<file path="config.mk">
export PLATFORM = sky130hd
export DESIGN_NAME = feature_row_fetch_flat
export DESIGN_NICKNAME = d
export VERILOG_FILES = /design/src/rtl/feature_row_fetch_if.sv /design/src/rtl/feature_row_fetch.sv /design/src/flat_wrapper.sv
export SDC_FILE = /design/constraint.sdc
export NUM_CORES = 1
export LEC_CHECK = 0
export ABC_AREA = 0
export CAP_MARGIN = 15
export CORE_AREA = 2 2 380 382
export CTS_BUF_LIST = sky130_fd_sc_hd__clkbuf_4
export CTS_CLUSTER_DIAMETER = 120
export DETAILED_ROUTE_END_ITERATION = 6
export DIE_AREA = 0 0 382 384
export SLEW_MARGIN = 15
export SYNTH_ARGS = -nofsm -noshare
export SYNTH_HDL_FRONTEND = slang
export SYNTH_SLANG_ARGS = --single-unit
</file>
<file path="constraint.sdc">
create_clock -name clk -period 3.6 [get_ports clk]
set_input_delay 0.72 -clock clk [delete_from_list [all_inputs] [get_ports clk]]
set_output_delay 0.72 -clock clk [all_outputs]
set_load 0.02 [all_outputs]
</file>
<file path="src/rtl/feature_row_fetch_if.sv">
// Bundle for feature_row_fetch: the feature-memory read port and the
// downstream row stream (valid/ready with row index and last flag).
// master = the fetch sequencer, slave = memory + downstream consumer.
interface feature_row_fetch_if #(
    parameter int ROW_BITS = 480,
    parameter int AW       = 3
);
    logic                read_feature_en;
    logic [AW-1:0]       read_address;
    logic [ROW_BITS-1:0] read_data;
    logic                out_valid;
    logic                out_ready;
    logic [ROW_BITS-1:0] out_row;
    logic [AW-1:0]       out_row_index;
    logic                out_last;

    modport master (
        output read_feature_en, read_address, out_valid, out_row, out_row_index, out_last,
        input  read_data, out_ready
    );

    modport slave (
        input  read_feature_en, read_address, out_valid, out_row, out_row_index, out_last,
        output read_data, out_ready
    );
endinterface

</file>
<file path="src/rtl/feature_row_fetch.sv">
// feature_row_fetch: walks the GCN feature matrix one row at a time.
// Each row is read from feature memory, captured once the read latency has
// elapsed, and held on a valid/ready stream until accepted. A done pulse
// follows acceptance of the last row.
// Optional macro FEATURE_FETCH_STALL_CNT_EN adds a saturating 16-bit
// stall_count output (cycles with out_valid=1 and out_ready=0).
module feature_row_fetch #(
    parameter int FEATURE_ROWS          = 6,
    parameter int FEATURE_COLS          = 96,
    parameter int FEATURE_WIDTH         = 5,
    parameter int READ_LATENCY          = 1,
    parameter int COUNTER_FEATURE_WIDTH = $clog2(FEATURE_ROWS)
) (
    input  logic                       clk,
    input  logic                       rst,
    input  logic                       start,
    input  logic                       flush,
    feature_row_fetch_if.master        bus,
    output logic                       done,
    output logic                       busy
`ifdef FEATURE_FETCH_STALL_CNT_EN
    ,
    output logic [15:0]                stall_count
`endif
);

    localparam int ROW_BITS = FEATURE_COLS * FEATURE_WIDTH;
    localparam logic [COUNTER_FEATURE_WIDTH-1:0] LAST_ROW = COUNTER_FEATURE_WIDTH'(FEATURE_ROWS - 1);
    localparam logic [2:0] LAT_LOAD = 3'(READ_LATENCY);

    typedef enum logic [2:0] {
        IDLE = 3'd0,
        READ = 3'd1,
        WAIT = 3'd2,
        HOLD = 3'd3,
        DONE = 3'd4
    } state_t;

    state_t                           state;
    state_t                           state_next;
    logic [COUNTER_FEATURE_WIDTH-1:0] row;
    logic [COUNTER_FEATURE_WIDTH-1:0] row_next;
    logic [2:0]                       lat;
    logic [2:0]                       lat_next;
    logic                             capture;
    logic [ROW_BITS-1:0]              out_row_q;
    logic [COUNTER_FEATURE_WIDTH-1:0] out_index_q;

    // State register; reset aborts any pass immediately.
    always_ff @(posedge clk or negedge rst) begin
        if (!rst) begin
            state <= IDLE;
        end else begin
            state <= state_next;
        end
    end

    // Next-state, row stepping, latency countdown and capture strobe.
    always_comb begin
        state_next = state;
        row_next   = row;
        lat_next   = lat;
        capture    = 1'b0;
        case (state)
            IDLE: begin
                if (start) begin
                    state_next = READ;
                    row_next   = '0;
                end
            end
            READ: begin
                lat_next   = LAT_LOAD;
                state_next = WAIT;
            end
            WAIT: begin
                // Data is on read_data in the cycle the countdown shows 1.
                if (lat <= 3'd1) begin
                    capture    = 1'b1;
                    lat_next   = '0;
                    state_next = HOLD;
                end else begin
                    lat_next = lat - 3'd1;
                end
            end
            HOLD: begin
                if (bus.out_ready) begin
                    // Row count is not a power of two, so wrap explicitly.
                    if (row == LAST_ROW) begin
                        row_next   = '0;
                        state_next = DONE;
                    end else begin
                        row_next   = row + 1'b1;
                        state_next = READ;
                    end
                end
            end
            DONE: begin
                state_next = IDLE;
            end
            default: begin
                state_next = IDLE;
            end
        endcase
        // Abort wins over start, handshake and any pending capture.
        if (flush) begin
            state_next = IDLE;
            row_next   = '0;
            lat_next   = '0;
            capture    = 1'b0;
        end
    end

    // Row counter, latency counter and the captured output row.
    always_ff @(posedge clk or negedge rst) begin
        if (!rst) begin
            row         <= '0;
            lat         <= '0;
            out_row_q   <= '0;
            out_index_q <= '0;
        end else begin
            row <= row_next;
            lat <= lat_next;
            if (capture) begin
                out_row_q   <= bus.read_data;
                out_index_q <= row;
            end
        end
    end

    // Outputs are pure decodes of registered state, so no input reaches them.
    always_comb begin
        bus.read_feature_en = (state == READ);
        bus.read_address    = row;
        bus.out_valid       = (state == HOLD);
        bus.out_row         = out_row_q;
        bus.out_row_index   = out_index_q;
        bus.out_last        = (state == HOLD) && (out_index_q == LAST_ROW);
        done                = (state == DONE);
        busy                = (state != IDLE);
    end

`ifdef FEATURE_FETCH_STALL_CNT_EN
    // Backpressure counter: restarts with each accepted pass, survives flush.
    always_ff @(posedge clk or negedge rst) begin
        if (!rst) begin
            stall_count <= '0;
        end else if (state == IDLE && start && !flush) begin
            stall_count <= '0;
        end else if ((state == HOLD) && !bus.out_ready && (stall_count != 16'hFFFF)) begin
            stall_count <= stall_count + 16'd1;
        end
    end
`endif

endmodule

</file>
<file path="src/flat_wrapper.sv">
// flat-port wrapper written by rule: the top's interface ports become plain ports
module feature_row_fetch_flat 
#(
    parameter int FEATURE_ROWS          = 6,
    parameter int FEATURE_COLS          = 96,
    parameter int FEATURE_WIDTH         = 5,
    parameter int READ_LATENCY          = 1,
    parameter int COUNTER_FEATURE_WIDTH = $clog2(FEATURE_ROWS)
)
  (clk, rst, start, flush, done, busy, bus_read_feature_en, bus_read_address, bus_out_valid, bus_out_row, bus_out_row_index, bus_out_last, bus_read_data, bus_out_ready);
  feature_row_fetch_if bus_i ();
  input  logic clk;
  input  logic rst;
  input  logic start;
  input  logic flush;
  output logic done;
  output logic busy;
  output wire logic [$bits(bus_i.read_feature_en)-1:0] bus_read_feature_en;
  output wire logic [$bits(bus_i.read_address)-1:0] bus_read_address;
  output wire logic [$bits(bus_i.out_valid)-1:0] bus_out_valid;
  output wire logic [$bits(bus_i.out_row)-1:0] bus_out_row;
  output wire logic [$bits(bus_i.out_row_index)-1:0] bus_out_row_index;
  output wire logic [$bits(bus_i.out_last)-1:0] bus_out_last;
  input wire logic [$bits(bus_i.read_data)-1:0] bus_read_data;
  input wire logic [$bits(bus_i.out_ready)-1:0] bus_out_ready;
  assign bus_read_feature_en = bus_i.read_feature_en;
  assign bus_read_address = bus_i.read_address;
  assign bus_out_valid = bus_i.out_valid;
  assign bus_out_row = bus_i.out_row;
  assign bus_out_row_index = bus_i.out_row_index;
  assign bus_out_last = bus_i.out_last;
  assign bus_i.read_data = bus_read_data;
  assign bus_i.out_ready = bus_out_ready;
  feature_row_fetch #(.FEATURE_ROWS(FEATURE_ROWS), .FEATURE_COLS(FEATURE_COLS), .FEATURE_WIDTH(FEATURE_WIDTH), .READ_LATENCY(READ_LATENCY), .COUNTER_FEATURE_WIDTH(COUNTER_FEATURE_WIDTH)) u_core (.clk(clk), .rst(rst), .start(start), .flush(flush), .bus(bus_i), .done(done), .busy(busy));
endmodule
</file>
======== Word level (Yosys, flattened, before mapping) ========
Cells that the tools add are included.
Widths: inputs -> output; s select.
cells by class
  reduce and logical (&&, ||, !) cells .... 7
  add/sub/neg operators ................... 2
  multiplexer cells ....................... 17
  magnitude comparators ................... 1
  eq/ne operators ......................... 9
operator list
  operator             number
  $mux 3               11
  $pmux 3 s2           2
  $pmux 3 s4           1
  $eq 3x3->1 const B   3
  $reduce_bool 3->1    3
  $eq 3x2->1 const B   2
  $ne 3x2->1 const B   2
  $reduce_and 3->1     2
  $add 3x1->3 const B  1
  $eq 3x1->1 const B   1
  $le 3x1->1 const B   1
  $logic_not 3->1      1
  $mux 1               3
  $ne 3x3->1 const B   1
  $sub 3x1->3 const B  1
  $logic_and 1x1->1    1
word-level totals
  bits of input ports ..................... 485
  output and inout port bits .............. 491
  flip-flop bits (word level) ............. 492
  word-level logic and storage cells ...... 41

======== Depth between registers and ports, before layout ========
  depth in word-level cells ............... 5
  gate-level depth with buffers ........... 7
  depth with buffers taken out ............ 6

======== Least setup slack after synthesis ========
No wires, ideal clock.
  path type ............................... in2reg
  start point ............................. input flush
  end point ............................... register u_core.out_row_q[350] (netlist: u_core.bus.out_row[350])
  path buffers ............................ 3
  path slack .............................. 1126 ps
  required time ........................... 3475 ps
  arrival ................................. 2349 ps
  stages on the path ...................... 6
  cells stage by stage .................... clkbuf_1 or4b_1 nor3_2 buf_2 buf_4 mux2_2
on the way
  longest elaborated chain between the ends .. 1
ends and longest elaborated chain
  what                    RTL line                  text
  start: declaration      flat_wrapper.sv:15        input logic flush;
  $mux 1                  feature_row_fetch.sv:105  if (flush) begin
  end signal: assignment  feature_row_fetch.sv:124  out_row_q <= bus.read_data;
  end: declaration        feature_row_fetch.sv:46   logic [ROW_BITS-1:0] out_row_q;
Every way passes these cells.
A chain may end at the register's enable or synchronous reset.

======== Worst setup path after layout ========
  start point ............................. register u_core.state[1]
  end point ............................... output busy
on the way
  longest elaborated chain between the ends .. 1
ends and longest elaborated chain
  what                      RTL line                  text
  start: declaration        feature_row_fetch.sv:39   state_t state;
  start signal: assignment  feature_row_fetch.sv:54   state <= state_next;
  $reduce_bool 3->1         feature_row_fetch.sv:139  busy = (state != IDLE);
  end: declaration          flat_wrapper.sv:17        output logic busy;
Every way passes these cells.

==> results.cfg <==
[route]
drt_iter0_markers = 472
post-route-drc-count = 0
viasPerCell = 3.36
dr_total_vias = 14200
first_pass_iters = 4
drtAntennaViolNets = 0
finalWirelength_mm = 95.7
wl_per_cell_um = 22.6

[setup_path]
cpPeakStageDelay_ns = 0.57
worstSetupEndpointType = output port
cp_top_family = buffers and inverters
cpMaxStageDelayCell = clkdlybuf4s50_1
cp_cell_sequence = or3_1 > clkdlybuf4s50_1
start_kind = flip-flop
crit_fanout = 12
crit_buf_inv = 1
worstPathRequired_ns = 2.88
critPathKind = flip-flop to output port
cp.arrival_ns = 2.50

[clock_network]
cts_made_buffers = 152
cts_sinks = 492
cts_setup_buffers = 0
cts-htree-levels = 4
clk_path_buf_depth = 3
insertion_delay_ns = 1.05
clockRootBuffer = clkbuf_4
cts_tree = done
cts.reportedPaths.clkPinSlew_ns = 0.07

[place]
dpl.hpwl_mm = 79.0
dp_worst_setup_slack_ns = 0.377
place_congestion = 0.838
placed_area_mm2 = 0.0309
place_inst = 3961
io_buffers = 975

[logic_synthesis]
synth_top_family_by_area = multiplexers
synthAdderAreaFrac = 0.00135
synth_cells = 1088
syn_area_mm2 = 0.0185
synth_seq_area_share = 0.666
muxShareOfSynthArea = 0.294
syn_nets = 1575
ys_ff_latch = 492
synth-simple-area-share = 0.00927
synth_area_per_cell_um2 = 17.0
ys.warnings.count = 0
synth_compound_area_frac = 0.00609
synth_xor_area_frac = 0.000474
synth_cell_types = 31

[power]
ir_worst_vdd_v = 0.000450
leakage_nw = 13.1
p_per_area_mw_per_mm2 = 904

[timing]
drv_slew = 0
min_period_over_period = 0.893
relSlewSlack = 0.418
fin_worst_skew_ns = 0.0981
final.setup.worst_slack_ns = 0.384
min_period_ns = 3.22
max_clock_freq_mhz = 311
tns_ns = 0
rsz0062_at_grt = no
tightest_slew_ns = 0.873
setup_viol = 0
hold_viol = 0

[floorplan]
fp.dieArea_mm2 = 0.147
fp.dieW_um = 382
io-pin-count = 976
initial_utilization = 0.129
die_h_um = 384
rows = 139
core_mm2 = 0.143

[hold_path]
holdCritPathClass = input port to flip-flop

[run_status]
status = finished, final reports clean

[global_routing]
grt_max_degree = 86
globalRouteOverflowTotal = 0
grt_first_pass_wirelength_mm = 127
antenna_found_initial = 59
grtUsageTotal = 0.127
grt_pass1_vias = 15200

[cells_and_area]
final_layout_size_suffix_gt1_frac = 0.315
design_area_mm2 = 0.0328
stdcell_count = 4235
layout_commonest_cell = clkdlybuf4s50_1
area_growth_pct = 77.3
fillers = 15100
layout_common_cells = 971 x clkdlybuf4s50_1, 489 x dfrtp_1, 441 x mux2_2
final_core_util = 0.230
final_nets = 2700

[job]
maxCapViolCount = 0
[flip-flops by register name (all words and copies together) (netlist names)]
name	flops
u_core.bus.out_row	480
u_core.bus.out_row_index	3
u_core.bus.read_address	3
u_core.lat	3
u_core.state	3
[synthesized netlist by cell type]
master | n | area (um^2)
ha_1 | 2 | 25.0
inv_1 | 4 | 15.0
mux2_2 | 441 | 4970
xor2_1 | 1 | 8.76
buf_2 | 7 | 35.0
o21ai_0 | 8 | 40.0
a31oi_1 | 3 | 18.8
nand2b_1 | 2 | 12.5
o211ai_1 | 1 | 7.51
and2_1 | 1 | 6.26
nor4bb_1 | 1 | 10.0
nand3b_1 | 1 | 7.51
o22a_1 | 1 | 8.76
o21bai_1 | 1 | 7.51
a21oi_1 | 4 | 20.0
nor2_1 | 6 | 22.5
or4b_1 | 1 | 10.0
nand3_1 | 1 | 5.00
buf_4 | 47 | 353
mux2_1 | 42 | 473
nor3_1 | 1 | 5.00
dfrtp_1 | 492 | 12300
nor3_2 | 1 | 10.0
nor4_1 | 3 | 18.8
nor4b_1 | 1 | 8.76
or4_1 | 1 | 7.51
or3_1 | 2 | 12.5
o21ba_2 | 1 | 10.0
clkbuf_1 | 3 | 11.3
nand2_1 | 7 | 26.3
and3b_1 | 1 | 8.76
[through the flow]
stage / total power (W) / hold slack [ns]
final: 0.0296 / 0.268
after floorplan: 0.0157 / 0.424
after CTS: 0.0304 / 0.0269
after global routing: 0.0315 / 0.0637
after detailed placement: 0.0244 / 0.474
after global placement: 0.0243 / 0.468
[layer usage]
| layer | GRT usage | part of all wire |
|---|---|---|
| met1 | 0.130 | 0.35 |
| met2 | 0.207 | 0.48 |
| met3 | 0.0841 | 0.14 |
| met4 | 0.0416 | 0.029 |
| met5 | 0 | 0.0011 |
[report_power, final]
| group | internal, W | switching, W | total, W |
|---|---|---|---|
| Clock | 0.00289 | 0.00270 | 0.00559 |
| Combinational | 0.00707 | 0.00706 | 0.0141 |
| Sequential | 0.00826 | 0.00166 | 0.00992 |
[logic make-up after synthesis]
family,Yosys count
xor+xnor,1
flops,492
simple gates,30
buf+inv,61
fa+ha+maj,2
compound gates,19
mux,483
[final timing paths]
check                                               startpoint                             endpoint  slack [ns]  cells after the start
setup / recovery                   u_core.state[1]$_DFFE_PN0P_                                 busy        0.38                      2
hold / removal                              bus_read_data[454]  u_core.bus.out_row[454]$_DFFE_PN0P_        0.27                      2
setup reg to reg                   u_core.state[2]$_DFFE_PN0P_  u_core.bus.out_row[178]$_DFFE_PN0P_        1.03                      5
hold reg to reg            u_core.bus.out_row[454]$_DFFE_PN0P_  u_core.bus.out_row[454]$_DFFE_PN0P_        0.49                      1
max in group asynchronous                                  rst   u_core.bus.out_row[93]$_DFFE_PN0P_        2.25                      3
min in group asynchronous                                  rst   u_core.bus.out_row[15]$_DFFE_PN0P_        0.38                      2
[final cells by class]
class | instances | area, um^2 | area share
Antenna cell | 12 | 30.0 | 0.000916
Clock buffer | 215 | 1610 | 0.0492
Clock inverter | 46 | 273 | 0.00832
Inverter | 4 | 15.0 | 0.000458
Multi-Input combinational cell | 535 | 5760 | 0.176
Sequential cell | 492 | 12300 | 0.376
Tap cell | 1903 | 2380 | 0.0726
Timing Repair Buffer | 1028 | 10400 | 0.317
[timing repair]
action | CTS | global route
pin swaps | 0 | 0
hold buffers | 1 | 0
endpoints found under the hold margin | 67 | 0
gates cloned | 0 | 0
gates resized for setup | 5 | 1
setup endpoints to repair | 4 | 1
Power figures use the tool's default switching activity.
